**config.mk**
```make
export PLATFORM = sky130hd
export DESIGN_NAME = uart_word_packer
export DESIGN_NICKNAME = d
export VERILOG_FILES = /design/src/rtl/uart_word_packer.sv
export SDC_FILE = /design/constraint.sdc
export NUM_CORES = 1
export LEC_CHECK = 0
export ABC_AREA = 0
export CAP_MARGIN = 20
export CORE_ASPECT_RATIO = 1.2
export CORE_MARGIN = 2
export CORE_UTILIZATION = 64
export DETAILED_ROUTE_END_ITERATION = 12
export HOLD_SLACK_MARGIN = 0.06
export PLACE_DENSITY = 0.84
export REMOVE_ABC_BUFFERS = 1
export SETUP_SLACK_MARGIN = 0.1
export SKIP_CTS_REPAIR_TIMING = 1
export SYNTH_ARGS = -nofsm -noshare
export SYNTH_HDL_FRONTEND = slang
export SYNTH_SLANG_ARGS = --single-unit
export TNS_END_PERCENT = 100
```
**constraint.sdc**
```tcl
create_clock -name clk_i -period 4.7 [get_ports clk_i]
set_input_delay 0.94 -clock clk_i [delete_from_list [all_inputs] [get_ports clk_i]]
set_output_delay 0.94 -clock clk_i [all_outputs]
set_load 0.01 [all_outputs]
```
**src/rtl/uart_word_packer.sv**
```systemverilog
`default_nettype none
// ============================================================================
// Module      : uart_word_packer
// Description : Packs bytes from a UART receiver into 32-bit little-endian
//               words and buffers them in a small word FIFO.
//               accept_i / rece_data_i come from the slower BPS domain and are
//               resynchronised with 2-flop synchronizers. A byte event is the
//               rising edge of the synchronised accept. Every fourth byte
//               completes a word, which is pushed into the FIFO one cycle
//               later. A push into a full FIFO with no simultaneous pop drops
//               the word and sets the sticky overflow_o flag.
//               Optional build macro UART_PACKER_TIMEOUT_EN: a partial word
//               left idle for TIMEOUT_CYCLES clk_i cycles is discarded.
// Ports       : clk_i         system clock, rising edge
//               rst_i         asynchronous reset, active low
//               rece_data_i   received byte (BPS domain)
//               accept_i      byte-complete flag (BPS domain)
//               word_o        FIFO head word, 0 when the FIFO is empty
//               word_valid_o  FIFO non-empty
//               word_ready_i  consumer accepts word_o when word_valid_o high
//               byte_cnt_o    bytes held in the partial word
//               fifo_count_o  words stored, 0..FIFO_DEPTH
//               overflow_o    sticky: a completed word was dropped
//               clear_i       synchronous flush of partial word, FIFO, flag
// Revision    : 1.0 - initial release
// ============================================================================
module uart_word_packer #(
  parameter int TIMEOUT_CYCLES = 1024,
  parameter int FIFO_DEPTH     = 4
) (
  input  logic                        clk_i,
  input  logic                        rst_i,
  input  logic [7:0]                  rece_data_i,
  input  logic                        accept_i,
  output logic [31:0]                 word_o,
  output logic                        word_valid_o,
  input  logic                        word_ready_i,
  output logic [1:0]                  byte_cnt_o,
  output logic [$clog2(FIFO_DEPTH):0] fifo_count_o,
  output logic                        overflow_o,
  input  logic                        clear_i
);

  localparam int PTR_W = $clog2(FIFO_DEPTH);
  localparam int CNT_W = PTR_W + 1;
  localparam logic [CNT_W-1:0] C_DEPTH = CNT_W'(FIFO_DEPTH);

  // Synchronizers and edge detector
  logic       acc_meta_q, acc_sync_q, acc_prev_q;
  logic [7:0] data_meta_q, data_sync_q;
  logic       byte_evt;

  // Word assembly
  logic [1:0]  byte_cnt_q,  byte_cnt_d;
  logic [23:0] lanes_q,     lanes_d;      // bytes 0..2 of the word in progress
  logic        push_q,      push_d;
  logic [31:0] push_word_q, push_word_d;

  // Word FIFO
  logic [31:0]      mem_q [FIFO_DEPTH];
  logic [PTR_W-1:0] wr_ptr_q, wr_ptr_d;
  logic [PTR_W-1:0] rd_ptr_q, rd_ptr_d;
  logic [CNT_W-1:0] count_q,  count_d;
  logic             overflow_q, overflow_d;
  logic             pop, room, wr_en;

`ifdef UART_PACKER_TIMEOUT_EN
  localparam int IDLE_W = $clog2(TIMEOUT_CYCLES + 1);
  localparam logic [IDLE_W-1:0] C_IDLE_LAST = IDLE_W'(TIMEOUT_CYCLES - 1);
  logic [IDLE_W-1:0] idle_q, idle_d;
`else
  // No idle counter in this build; the parameter only exists so both builds
  // share one interface. This empty block is never elaborated for sane values.
  if (TIMEOUT_CYCLES < 1) begin : g_timeout_unused
  end
`endif

  // --------------------------------------------------------------------------
  // Clock-domain crossing: the receiver holds data stable while accept is
  // high, so data and accept synchronised in parallel line up at the edge.
  // --------------------------------------------------------------------------
  always_ff @(posedge clk_i or negedge rst_i) begin
    if (!rst_i) begin
      acc_meta_q  <= 1'b0;
      acc_sync_q  <= 1'b0;
      acc_prev_q  <= 1'b0;
      data_meta_q <= 8'h00;
      data_sync_q <= 8'h00;
    end else begin
      acc_meta_q  <= accept_i;
      acc_sync_q  <= acc_meta_q;
      acc_prev_q  <= acc_sync_q;
      data_meta_q <= rece_data_i;
      data_sync_q <= data_meta_q;
    end
  end

  assign byte_evt = acc_sync_q & ~acc_prev_q;

  // A pop needs a non-empty FIFO; a push succeeds when there is room or the
  // same cycle frees an entry. clear_i suppresses both.
  assign pop   = (count_q != '0) && word_ready_i && !clear_i;
  assign room  = (count_q != C_DEPTH) || pop;
  assign wr_en = push_q && room && !clear_i;

  // --------------------------------------------------------------------------
  // Next-state logic
  // --------------------------------------------------------------------------
  always_comb begin
    byte_cnt_d  = byte_cnt_q;
    lanes_d     = lanes_q;
    push_d      = 1'b0;
    push_word_d = push_word_q;
    wr_ptr_d    = wr_ptr_q;
    rd_ptr_d    = rd_ptr_q;
    count_d     = count_q;
    overflow_d  = overflow_q;
`ifdef UART_PACKER_TIMEOUT_EN
    idle_d      = idle_q;
`endif

    if (clear_i) begin
      byte_cnt_d = 2'd0;
      wr_ptr_d   = '0;
      rd_ptr_d   = '0;
      count_d    = '0;
      overflow_d = 1'b0;
`ifdef UART_PACKER_TIMEOUT_EN
      idle_d     = '0;
`endif
    end else begin
      if (byte_evt) begin
        byte_cnt_d = byte_cnt_q + 2'd1;
        case (byte_cnt_q)
          2'd0:    lanes_d[7:0]   = data_sync_q;
          2'd1:    lanes_d[15:8]  = data_sync_q;
          2'd2:    lanes_d[23:16] = data_sync_q;
          default: begin
            // Fourth byte goes straight into the staged word.
            push_d      = 1'b1;
            push_word_d = {data_sync_q, lanes_q};
          end
        endcase
`ifdef UART_PACKER_TIMEOUT_EN
        idle_d = '0;
      end else if (byte_cnt_q != 2'd0) begin
        if (idle_q == C_IDLE_LAST) begin
          byte_cnt_d = 2'd0;
          idle_d     = '0;
        end else begin
          idle_d = idle_q + IDLE_W'(1);
        end
      end else begin
        idle_d = '0;
`endif
      end

      if (wr_en) begin
        wr_ptr_d = wr_ptr_q + PTR_W'(1);
      end
      if (push_q && !room) begin
        overflow_d = 1'b1;
      end
      if (pop) begin
        rd_ptr_d = rd_ptr_q + PTR_W'(1);
      end
      case ({wr_en, pop})
        2'b10:   count_d = count_q + CNT_W'(1);
        2'b01:   count_d = count_q - CNT_W'(1);
        default: count_d = count_q;
      endcase
    end
  end

  // --------------------------------------------------------------------------
  // State registers
  // --------------------------------------------------------------------------
  always_ff @(posedge clk_i or negedge rst_i) begin
    if (!rst_i) begin
      byte_cnt_q  <= 2'd0;
      lanes_q     <= 24'h0;
      push_q      <= 1'b0;
      push_word_q <= 32'h0;
      wr_ptr_q    <= '0;
      rd_ptr_q    <= '0;
      count_q     <= '0;
      overflow_q  <= 1'b0;
`ifdef UART_PACKER_TIMEOUT_EN
      idle_q      <= '0;
`endif
    end else begin
      byte_cnt_q  <= byte_cnt_d;
      lanes_q     <= lanes_d;
      push_q      <= push_d;
      push_word_q <= push_word_d;
      wr_ptr_q    <= wr_ptr_d;
      rd_ptr_q    <= rd_ptr_d;
      count_q     <= count_d;
      overflow_q  <= overflow_d;
`ifdef UART_PACKER_TIMEOUT_EN
      idle_q      <= idle_d;
`endif
    end
  end

  always_ff @(posedge clk_i or negedge rst_i) begin
    if (!rst_i) begin
      for (int i = 0; i < FIFO_DEPTH; i++) begin
        mem_q[i] <= 32'h0;
      end
    end else if (wr_en) begin
      mem_q[wr_ptr_q] <= push_word_q;
    end
  end

  // --------------------------------------------------------------------------
  // Outputs
  // --------------------------------------------------------------------------
  assign word_valid_o = (count_q != '0);
  assign word_o       = word_valid_o ? mem_q[rd_ptr_q] : 32'h0;
  assign byte_cnt_o   = byte_cnt_q;
  assign fifo_count_o = count_q;
  assign overflow_o   = overflow_q;

endmodule
`default_nettype wire

```
; Word-level counts from Yosys, hierarchy flattened
; Index checks and enable logic that the tools add are counted.
[word_totals]
regBits = 214
input_bits = 13
output_inout_bits = 39
[op_classes]
order_cmp = 3
n_mux = 20
eq_ne = 5
bitwise = 6
n_reduce_logical = 21
addsub = 5
[ops]
columns = op, count
row1 = 128-bit bitwise mux, 1
row2 = 32-bit 2-to-1 mux, 4
row3 = 32-bit binary-select mux with 2-bit select, 1
row4 = 32-bit demux with 2-bit select, 1
row5 = 2-bit 2-to-1 mux, 6
row6 = 3-bit AND reduction, 4
row7 = 2-bit nonzero test, 4
row8 = 2-bit by 1-bit adder with 2-bit output (second input constant), 3
row9 = 3-bit greater-or-equal comparator (second input constant), 2
row10 = 1-bit logical AND, 6
row11 = 2-bit inverter with 3-bit output, 2
row12 = 3-bit case mux with 2 select lines, 1
row13 = 3-bit nonzero test, 2
row14 = 1-bit 2-to-1 mux, 5
row15 = 2-bit by 1-bit equality test with 1-bit output (second input constant), 2
row16 = 2-bit equality test (second input constant), 2
row17 = 3-bit by 1-bit adder with 3-bit output (second input constant), 1
row18 = 3-bit by 1-bit less-than comparator with 1-bit output (second input constant), 1
row19 = 3-bit 2-to-1 mux, 1
row20 = 3-bit != test (second input constant), 1
row21 = 1-bit inverter, 3
row22 = 3-bit OR reduction, 1
row23 = 3-bit by 1-bit subtractor with 3-bit output (second input constant), 1
row24 = 1-bit logical NOT, 2
row25 = other kinds (3), 3

; Longest topological paths before layout
[logic_depth]
ltp_word = 9
mapped_depth = 7

; Least setup slack after synthesis
; OpenSTA, ideal clock, no wires.
[synth_timing]
path_kind = in2reg
startpoint = in clear_i
endpoint = reg count_q[2], in the netlist fifo_count_o[2]
arrival_ps = 2565
cell_stages = 6
required_ps = 4618
slack_ps = 2053
setup_time_ps = 82
cell_sequence = buf_2 > buf_1 > nor3_1 > fa_1 > or4_1 > a31oi_1
[synth_between]
elab_chain_len = 8
word_cells_on_any_way = 10
classes_between = eq/ne (2) / mux (2) / reduce/logical (6)
[synth_lines]
columns = item, line
row1 = from (decl), 41  ; input logic clear_i
row2 = 1-bit logical NOT, "102, 104"
row3 = 1-bit logical AND, 102  ; assign pop = (count_q != '0) && word_ready_i && !clear_i;
row4 = 1-bit logical OR, 103  ; assign room = (count_q != C_DEPTH) || pop;
row5 = 1-bit logical AND (2 in a row), 104  ; assign wr_en = push_q && room && !clear_i;
row6 = 2-bit by 1-bit equality test with 1-bit output / 2-bit equality test (equally long branches), 167  ; case ({wr_en, pop})
row7 = 3-bit case mux with 2 select lines, 167
row8 = 3-bit 2-to-1 mux, 122  ; if (clear_i) begin
row9 = to (signal assigned), 198  ; count_q <= count_d;
row10 = to (decl), 63  ; logic [CNT_W-1:0] count_q, count_d;
; Several ways; a longest one is shown, not always the timed one.
; A chain may end at the register's enable or synchronous reset.

; Final worst setup path
[layout_timing]
startpoint = reg rd_ptr_q[0]
endpoint = out word_o[10]
[layout_between]
elab_chain_len = 5
[layout_lines]
columns = item, line
row1 = from (decl), 62  ; logic [PTR_W-1:0] rd_ptr_q, rd_ptr_d;
row2 = from (signal assigned), 197  ; rd_ptr_q <= rd_ptr_d;
row3 = 2-bit inverter with 3-bit output (not written as such), 220  ; assign word_o = word_valid_o ? mem_q[rd_ptr_q] : 32'h0;
row4 = 32-bit binary-select mux with 2-bit select, 220
row5 = 32-bit 2-to-1 mux (not written as such) (2 in a row), 220
row6 = 32-bit 2-to-1 mux, 220
row7 = to (decl), 35  ; output logic [31:0] word_o,
; No other way between the ends. The select of a mux whose other input is x is not followed.

==> flow_summary.toml <==
[pwr]
p_per_area_nw_per_um2 = 353
pwr-share-comb_pct = 3.3
power_frac_seq_pct = 51.2
p_switching_mw = 0.816
clockPowerShare_pct = 45.5
sw_frac_of_total_pct = 21.3
power_leakage_nw = 4.93
vdd_ir_drop_max_v = 0.000307
intPower_mw = 3.01

[synthesis]
synth_flop_cell = "dfrtp_1"
ys_seq_area_share_pct = 56.6
ys_warn_count = 0
synth_top_cell_by_area = "dfrtp_1"
syn_area_per_cell_um2 = 16.6
async_flop_share_pct = 100
synthTopCellsByArea = "dfrtp_1 57%, mux2_4 14%, mux2_2 11%"
synth_cell_type_count = 36
ys_ff_latch = 214
netlist_instances = 571
synth_edf_count = 0
synth_top_area_share_pct = 56.6
syn_area_um2 = 9460

[setup_path]
worst-path-max-fanout = 22
setup.worst_path.start_class = "register"
r2r_slack_ns = 2.32
arrival_ns = 2.69
worstSetupPathType = "register to primary output"
crit_required_ns = 3.76
worstSetupEndpointType = "primary output"

[final_layout]
layout.nets = 639
drive_above_1_share_pct = 42.9
area_delta_synth_final_pct = 14.5
utilization_pct = 75.1
antenna_cells = 0

[placed_design]
portBuffers = 51
gp_congestion = 0.702
dpl_worst_slack_ns = 1.19
dpl.hpwl_um = 10500

[drt]
drt_iter0_drc = 290
routedWlPerCell_um = 22.8
vias = 4913
ant_nets = 0
drc = 0
finalWirelength_um = 18400
dr.pass1.iters = 4
avgViaCountPerCell = 6.09

[sta]
tns_ns = 0
hold_viol = 0
maxSlewHeadroom_pct = 33.7
fmax_ghz = 0.276
drv_slew = 0
period_minus_slack_ns = 3.63
rsz0062_at_grt = "no"
setup_violations = 0
period_share_pct = 77.2
skew_ns = 0.0135
fin_ws_ns = 1.07
worstMarginPinSlew_ns = 0.994

[clock_tree]
cts_buffer_depth = 3
cts.sinks = 214
clk_pin_slew_ns = 0.06
cts_made_buffers = 21
clock_insertion_delay_worst_skew_ns = 0.50
h-tree-depth = 1
cts_tree = "yes"
root_buffer = "clkbuf_16"

[floorplan]
pin_count = 52
dieArea_um2 = 15800
die_x_um = 115
design.core.area_um2 = 14400
start_util_pct = 65.6
rows = 48
die_y_um = 137

[global_routing]
grt_antenna_before_repair = 0
track_usage_pct = 24.9
grt_max_degree = 125
use_met1_pct = 33.9
busiest_layer = "met2"
grt_use_met3_pct = 3.52
met2_usage_pct = 42.8
grt_pass1_wl_um = 30100
grt_pass1_vias = 5482
grt.overflow.total = 0

[status]
status = "finished clean"

[run]
maxCapViolations = 0

[min_path]
hold_path_class = "register to register"
## synth_stat cells, types with 4 or more instances
cell type and number:
dfrtp_1 214, mux2_2 94, mux2_4 90, nor2b_1 36
mux4_2 32, buf_2 19, buf_6 9, ha_1 8
nor2_1 8, clkbuf_1 7, inv_1 6, and2_1 4
nand2b_1 4
## per-stage QoR
step | power [mW] | hold WS (ns) | std cells | area (um2)
2_1_floorplan | 2.03 | 0.331 | 531 | 9210
3_3_place_gp | 2.10 | 0.334 | 769 | 10100
3_5_place_dp | 2.12 | 0.337 | 769 | 10100
4_1_cts | 3.86 | 0.351 | 807 | 10800
5_1_grt | 3.96 | 0.359 | 807 | 10800
6_report | 3.83 | 0.352 | 807 | 10800
## power by group through the flow
stage                     Clock (mW)  Sequential (mW)  Combinational [mW]
final                           1.74             1.96               0.125
after global routing            1.85             1.97               0.140
after CTS                       1.77             1.96               0.128
after detailed placement           0             1.99               0.126
after global placement             0             1.99               0.117
after floorplan                    0             1.97              0.0615
## layout make-up
cell class | count | area (um2)
Sequential cell | 214 | 5360
Multi-Input combinational cell | 311 | 3880
Fill cell | 817 | 3580
Timing Repair Buffer | 63 | 629
Clock buffer | 28 | 582
Tap cell | 175 | 219
Clock inverter | 10 | 136
Inverter | 6 | 22.5
## layer usage
metal,vias to the layer above,share of wire (%)
met2,104,53
li1,2127,-
met3,23,3.1
met5,-,0
met4,0,1.6
met1,2659,42
## worst max-delay path, stage by stage (launching register included)
cell             delay (ns)
dfrtp_2                0.68
buf_12                 0.30
mux4_2                 0.54
nor2b_1                0.16
clkdlybuf4s50_1        0.51
## layout by cell type, fill, tap and decap left out, types with 2 or more instances in the layout
master | netlist | layout
mux2_1 | 2 | 2
mux4_2 | 32 | 32
a31oi_1 | 2 | 2
nand2b_1 | 4 | 4
o2111ai_1 | 2 | 2
inv_1 | 6 | 6
clkdlybuf4s50_1 | 0 | 50
dfrtp_1 | 214 | 213
mux2_4 | 90 | 90
nor4bb_4 | 0 | 3
buf_4 | 3 | 10
mux2i_1 | 2 | 2
bufinv_16 | 0 | 3
and2_1 | 4 | 4
xor2_1 | 3 | 3
xnor2_1 | 2 | 2
ha_1 | 8 | 8
a21oi_1 | 2 | 2
clkinv_2 | 0 | 4
clkbuf_8 | 0 | 4
clkbuf_1 | 7 | 4
clkbuf_16 | 0 | 21
nand2_1 | 3 | 3
mux2_2 | 94 | 94
nand3_1 | 2 | 2
inv_6 | 0 | 2
buf_12 | 0 | 2
nor2_1 | 8 | 8
nor2b_1 | 36 | 36
## logic make-up after synthesis
kind of cell	after synthesis	synth area share [%]
AO/OA/AOI/OAI	10	0.741
XOR/XNOR	5	0.463
adder cells (fa/ha/maj)	9	1.27
buffers and inverters	46	2.91
flip-flops	214	56.6
multiplexers	220	33.5
AND/OR/NAND/NOR	67	4.46
## flip-flops by register name, indices dropped and copies added (netlist names)
name	cells
data_meta_q	8
mem_q	128
push_word_q	32
acc_sync_q	1
data_sync_q	8
push_q	1
acc_prev_q	1
wr_ptr_q	2
acc_meta_q	1
byte_cnt_o	2
fifo_count_o	3
rd_ptr_q	2
lanes_q	24
overflow_o	1
## path summary, 6_finish.rpt
kind	from	end	cells after the start
max	rd_ptr_q[0]	word_o[10]	4
min	data_meta_q[3]	data_sync_q[3]	0
max reg2reg	fifo_count_o[0]	fifo_count_o[2]	5
min reg2reg	data_meta_q[3]	data_sync_q[3]	0
max in group asynchronous	rst_i	rd_ptr_q[1]	2
min in group asynchronous	rst_i	mem_q[63]	1
Note: power is estimated with default switching activity, not from simulation.
